**config.mk**
```make
export PLATFORM = sky130hd
export DESIGN_NAME = alu_seq
export DESIGN_NICKNAME = d
export VERILOG_FILES = /design/src/rtl/alu_seq.sv
export SDC_FILE = /design/constraint.sdc
export NUM_CORES = 1
export LEC_CHECK = 0
export ABC_AREA = 1
export CORE_MARGIN = 2
export CORE_UTILIZATION = 55
export CTS_BUF_LIST = sky130_fd_sc_hd__clkbuf_16
export CTS_CLUSTER_SIZE = 12
export DETAILED_ROUTE_END_ITERATION = 7
export GPL_TIMING_DRIVEN = 0
export PLACE_DENSITY_LB_ADDON = 0.12
export SYNTH_ARGS = -nofsm -noshare
export SYNTH_HDL_FRONTEND = slang
export SYNTH_SLANG_ARGS = --single-unit
```
**constraint.sdc**
```tcl
create_clock -name clk -period 3.4 [get_ports clk]
set_input_delay 0.51 -clock clk [delete_from_list [all_inputs] [get_ports clk]]
set_output_delay 0.51 -clock clk [all_outputs]
set_load 0.02 [all_outputs]
```
**src/rtl/alu_seq.sv**
```systemverilog
// alu_seq: sequenced ALU with one-bit-per-cycle shifter and accumulator.
//
// State table:
//   IDLE | no result held; waiting for an operation
//   EXEC | multi-cycle shift/rotate in progress, one bit per enabled cycle
//   DONE | result and flags held valid until the consumer takes them
//
// Ports:
//   clk, rstn           clock, asynchronous active-low reset
//   CE                  clock enable; low freezes all state
//   in_valid/in_ready   operation handshake
//   OP_CODE             operation select
//   left_operand        operand A (or accumulator when acc_sel=1)
//   right_operand       operand B; low SHW bits are the shift/rotate amount
//   carry_in            carry/borrow in for ADD/SUB
//   acc_sel             use accumulator as operand A
//   out_valid/out_ready result handshake
//   op_out, carry_out, zero_flag, neg_flag, ovf_flag  registered result/flags
//   busy                multi-cycle operation in progress
module alu_seq #(
  parameter int SIZE = 8
) (
  input  logic            clk,
  input  logic            rstn,
  input  logic            CE,
  input  logic            in_valid,
  output logic            in_ready,
  input  logic [3:0]      OP_CODE,
  input  logic [SIZE-1:0] left_operand,
  input  logic [SIZE-1:0] right_operand,
  input  logic            carry_in,
  input  logic            acc_sel,
  output logic            out_valid,
  input  logic            out_ready,
  output logic [SIZE-1:0] op_out,
  output logic            carry_out,
  output logic            zero_flag,
  output logic            neg_flag,
  output logic            ovf_flag,
  output logic            busy
);

  localparam int SHW = $clog2(SIZE);

  typedef enum logic [1:0] {
    IDLE = 2'd0,
    EXEC = 2'd1,
    DONE = 2'd2
  } state_t;

  state_t          state, state_nxt;
  logic [SIZE-1:0] acc;
  logic [SIZE-1:0] work;
  logic [SHW-1:0]  cnt;
  logic [3:0]      op_reg;

  logic [SIZE-1:0] a_val;
  logic [SHW-1:0]  amt;
  logic            accept;
  logic            multi;
  logic            exec_last;

  logic [SIZE-1:0] res;
  logic [SIZE:0]   sum;
  logic            res_c;
  logic            res_v;

  logic [SIZE-1:0] sh_nxt;
  logic            sh_out;

  assign a_val     = acc_sel ? acc : left_operand;
  assign amt       = right_operand[SHW-1:0];
  assign in_ready  = CE && ((state == IDLE) || ((state == DONE) && out_ready));
  assign accept    = in_valid && in_ready;
  // Only shifts/rotates with a non-zero amount need the EXEC state.
  assign multi     = (OP_CODE >= 4'd10) && (OP_CODE <= 4'd13) && (amt != '0);
  assign exec_last = (state == EXEC) && (cnt == SHW'(1));

  assign out_valid = (state == DONE);
  assign busy      = (state == EXEC);

  // Single-cycle result path; shifts with amount 0 and reserved codes pass A.
  always_comb begin
    res   = a_val;
    sum   = '0;
    res_c = 1'b0;
    res_v = 1'b0;
    case (OP_CODE)
      4'd0: begin
        sum   = {1'b0, a_val} + {1'b0, right_operand} + {{SIZE{1'b0}}, carry_in};
        res   = sum[SIZE-1:0];
        res_c = sum[SIZE];
        res_v = (a_val[SIZE-1] == right_operand[SIZE-1]) && (res[SIZE-1] != a_val[SIZE-1]);
      end
      4'd1: begin
        // Bit SIZE of the extended difference is the borrow.
        sum   = {1'b0, a_val} - {1'b0, right_operand} - {{SIZE{1'b0}}, carry_in};
        res   = sum[SIZE-1:0];
        res_c = sum[SIZE];
        res_v = (a_val[SIZE-1] != right_operand[SIZE-1]) && (res[SIZE-1] != a_val[SIZE-1]);
      end
      4'd2: res = a_val & right_operand;
      4'd3: res = a_val | right_operand;
      4'd4: res = a_val ^ right_operand;
      4'd5: res = ~a_val;
      4'd6: res = a_val;
      4'd7: res = right_operand;
      4'd8: begin
        sum   = {1'b0, a_val} + (SIZE+1)'(1);
        res   = sum[SIZE-1:0];
        res_c = sum[SIZE];
        res_v = !a_val[SIZE-1] && res[SIZE-1];
      end
      4'd9: begin
        sum   = {1'b0, a_val} - (SIZE+1)'(1);
        res   = sum[SIZE-1:0];
        res_c = sum[SIZE];
        res_v = a_val[SIZE-1] && !res[SIZE-1];
      end
      default: res = a_val;
    endcase
  end

  // One-bit shift step; rotates never produce a carry.
  always_comb begin
    sh_nxt = work;
    sh_out = 1'b0;
    case (op_reg)
      4'd10: begin
        sh_nxt = {work[SIZE-2:0], 1'b0};
        sh_out = work[SIZE-1];
      end
      4'd11: begin
        sh_nxt = {1'b0, work[SIZE-1:1]};
        sh_out = work[0];
      end
      4'd12: sh_nxt = {work[SIZE-2:0], work[SIZE-1]};
      4'd13: sh_nxt = {work[0], work[SIZE-1:1]};
      default: sh_nxt = work;
    endcase
  end

  always_ff @(posedge clk or negedge rstn) begin
    if (!rstn) begin
      state <= IDLE;
    end else if (CE) begin
      state <= state_nxt;
    end
  end

  always_comb begin
    state_nxt = state;
    case (state)
      IDLE: begin
        if (accept) state_nxt = multi ? EXEC : DONE;
      end
      EXEC: begin
        if (exec_last) state_nxt = DONE;
      end
      DONE: begin
        if (out_ready) begin
          if (accept) state_nxt = multi ? EXEC : DONE;
          else        state_nxt = IDLE;
        end
      end
      default: state_nxt = IDLE;
    endcase
  end

  always_ff @(posedge clk or negedge rstn) begin
    if (!rstn) begin
      acc       <= '0;
      work      <= '0;
      cnt       <= '0;
      op_reg    <= '0;
      op_out    <= '0;
      carry_out <= 1'b0;
      zero_flag <= 1'b0;
      neg_flag  <= 1'b0;
      ovf_flag  <= 1'b0;
    end else if (CE) begin
      if (accept) begin
        op_reg <= OP_CODE;
        work   <= a_val;
        cnt    <= amt;
        if (!multi) begin
          op_out    <= res;
          carry_out <= res_c;
          zero_flag <= (res == '0);
          neg_flag  <= res[SIZE-1];
          ovf_flag  <= res_v;
          acc       <= res;
        end
      end else if (state == EXEC) begin
        work <= sh_nxt;
        cnt  <= cnt - SHW'(1);
        if (exec_last) begin
          op_out    <= sh_nxt;
          carry_out <= sh_out;
          zero_flag <= (sh_nxt == '0);
          neg_flag  <= sh_nxt[SIZE-1];
          ovf_flag  <= 1'b0;
          acc       <= sh_nxt;
        end
      end
    end
  end

endmodule

```
==> results.cfg <==
[status]
status = completed

[route]
vias = 4208
wire_per_inst_um = 14.94
wl_mm = 11.21
drc = 0
drt_iter0_drc = 313
avgViaCountPerCell = 5.611
dr.pass1.iters = 5
ant_nets = 0

[sta]
slew_headroom = 0.5603
finalCriticalPeriod_ps = 3169
rsz0062_at_grt = no
tightest_slew_ps = 655.1
layout_setup_ws_ps = 231.4
finalCritPeriodShare = 0.9320
finalSetupTns_ps = 0
final_max_slew_viol_count = 0
fmax_mhz = 315.6
clock_skew_ps = 7.006
setup_violations = 0
finalHoldViolCount = 0

[yosys]
synth_nets = 690
synth-seq-cells = 28
synthCells = 625
syn-cell-area_sq_um = 3754
ys.flop_type = dfrtp_1
yosysSeqAreaShare = 0.1867
yosysMostFrequentCell = nand2_1
async_flop_share = 1.000
yosysUniqueCellTypes = 41
ys_top_cells_by_area = dfrtp_1 (19%), nand2_1 (18%), ha_1 (11%)
synth_enable_flop_cells = 0
synth_top_area_share = 0.1867
ys.warnings.count = 0
synth_largest_area_cell = dfrtp_1
synth_commonest_cells = nand2_1 (184), inv_1 (87), nor2_1 (73), nand3_1 (52)
syn_avg_cell_area_sq_um = 6.006

[grt]
overflow = 0
grt_pass1_vias = 3941
grt_pass1_wl_mm = 18.51
antenna_found_initial = 0
grt_use_total = 0.3068
grt_max_degree = 29

[floorplan]
core.rowCount = 30
io-pin-count = 42
die_h_um = 86.61
initial_core_util = 0.5618
core_area_sq_um = 6681
die_w_um = 86.61
die_area_sq_um = 7501

[cts]
cts-hold-fix-buffers = 0
clockRootBuffer = clkbuf_16
cts.sink_count = 28
cts_buffers = 3
cts_tree = done
cts_max_level = 1
clock_latency_ps = 270
cts_buffer_depth = 2
path_clk_slew_ps = 70

[hold_path]
hold_class = in2async

[power_and_ir_drop]
power_density_nw_per_um2 = 623.7
p_leak_nw = 2.292
irDropWorstVdd_uv = 252.8

[critical_path]
crit_path_start_kind = primary input
reg2regPathDepth = 14
end_kind = flip-flop
reg2reg_from = acc[0]
path_max_fanout = 8
worst_ep_required_time_ps = 3600
r2r_slack_ps = 570
worstPathArrival_ps = 3370
r2r_end = zero_flag
worstSetupPathType = in2reg

[place]
io_buffers = 40
pre_cts_ws_ps = -386.3
place.gp.congestion = 0.9696
place_hpwl_mm = 8.903

[layout]
n_fill_cell = 621
register_area_sq_um = 700.7
drive_gt1_frac = 0.06269
num-nets-final = 736
multi_input_area_sq_um = 2634
area_delta_synth_final_pct = 15.87
antenna_cells = 0
largest_reg_flops = 8

[job]
max_cap_violations = 0
-- cell families after synthesis --
group | after synthesis | synth area share
simple gates | 354 | 0.4117
compound gates | 98 | 0.1490
buf+inv | 105 | 0.1133
fa+ha+maj | 38 | 0.1347
xor+xnor | 2 | 0.004668
flops | 28 | 0.1867
-- power by group --
part	internal, W	leakage, nW	switching, W
Combinational	0.000682	1.92	0.00114
Clock	0.000158	0.0385	0.000117
Sequential	0.000494	0.331	0.000118
-- what timing repair did --
action | 4_1_cts | 5_1_grt
hold endpoints to repair | 0 | 0
setup endpoints to repair | 4 | 7
resized for setup | 1 | 4
setup buffers | 1 | 0
pin swaps | 1 | 0
-- metrics by stage --
step	util	hold WS [ps]	total power (W)	instances	area (sq um)
3_3_place_gp	0.6367	471.8	0.002327	745	4254
2_1_floorplan	-	214.4	0.001835	625	3754
3_5_place_dp	0.6367	477.1	0.002385	745	4254
6_report	0.6509	271.7	0.002713	750	4349
4_1_cts	0.6500	493.4	0.002669	750	4343
5_1_grt	0.6509	306.6	0.002946	750	4349
-- critical path, stage by stage --
cell and delay (ps):
clkdlybuf4s50_1 470, inv_1 70, o21ai_2 420, fa_1 300, inv_1 60, fa_1 480
nand3b_1 100, nand2_1 60, nor2_1 120, nand3_1 100, nand2_1 110, nand2_1 60
nor2_1 110, nand2_1 70, nor2_1 90, nand4_1 110, a21oi_1 140
-- cells in the final DEF (no fill, tap or decap), types with 4 or more instances in the layout --
master           Yosys  routed
o211ai_1             5       5
nand3_1             52      52
o21ai_0             34      34
or2_2                5       5
nor2_1              73      73
a21oi_1             34      34
nand4_1              9       9
nand2_1            184     184
buf_2                3       4
inv_1               87      87
nand3b_1             7       7
dfrtp_1             28      28
ha_1                34      34
clkbuf_1             4       4
a22oi_1              7       7
clkdlybuf4s50_1      0      37
buf_4                3       4
o22ai_1              4       4
nand2_2              6       6
o21ai_1              6       6
nor3_1               6       6
-- layout make-up --
cell class | count | area share
Buffer | 12 | 0.01726
Timing Repair Buffer | 41 | 0.09379
Tap cell | 80 | 0.02301
Multi-Input combinational cell | 492 | 0.6056
Sequential cell | 28 | 0.1611
Clock buffer | 3 | 0.01726
Clock inverter | 1 | 0.0008631
Inverter | 93 | 0.08113
-- per-layer routing --
metal | global-route usage | part of all wire | up-vias
met5 | 0 | 0 | -
met4 | 0.09233 | 0.021 | 0
met3 | 0.01810 | 0.062 | 25
met2 | 0.5420 | 0.49 | 179
met1 | 0.4015 | 0.43 | 1896
li1 | - | - | 2108
-- how the worst max path moves through the flow --
| stage | from | to | slack (ps) |
|---|---|---|---|
| floorplan | acc_sel | zero_flag | 690 |
| global route | left_operand[0] | zero_flag | 10 |
| CTS | acc_sel | carry_out | 50 |
| global placement | acc_sel | carry_out | -300 |
| finish | left_operand[0] | zero_flag | 230 |
| detailed placement | acc_sel | carry_out | -390 |
No activity file was read; power rests on OpenSTA's default activity.
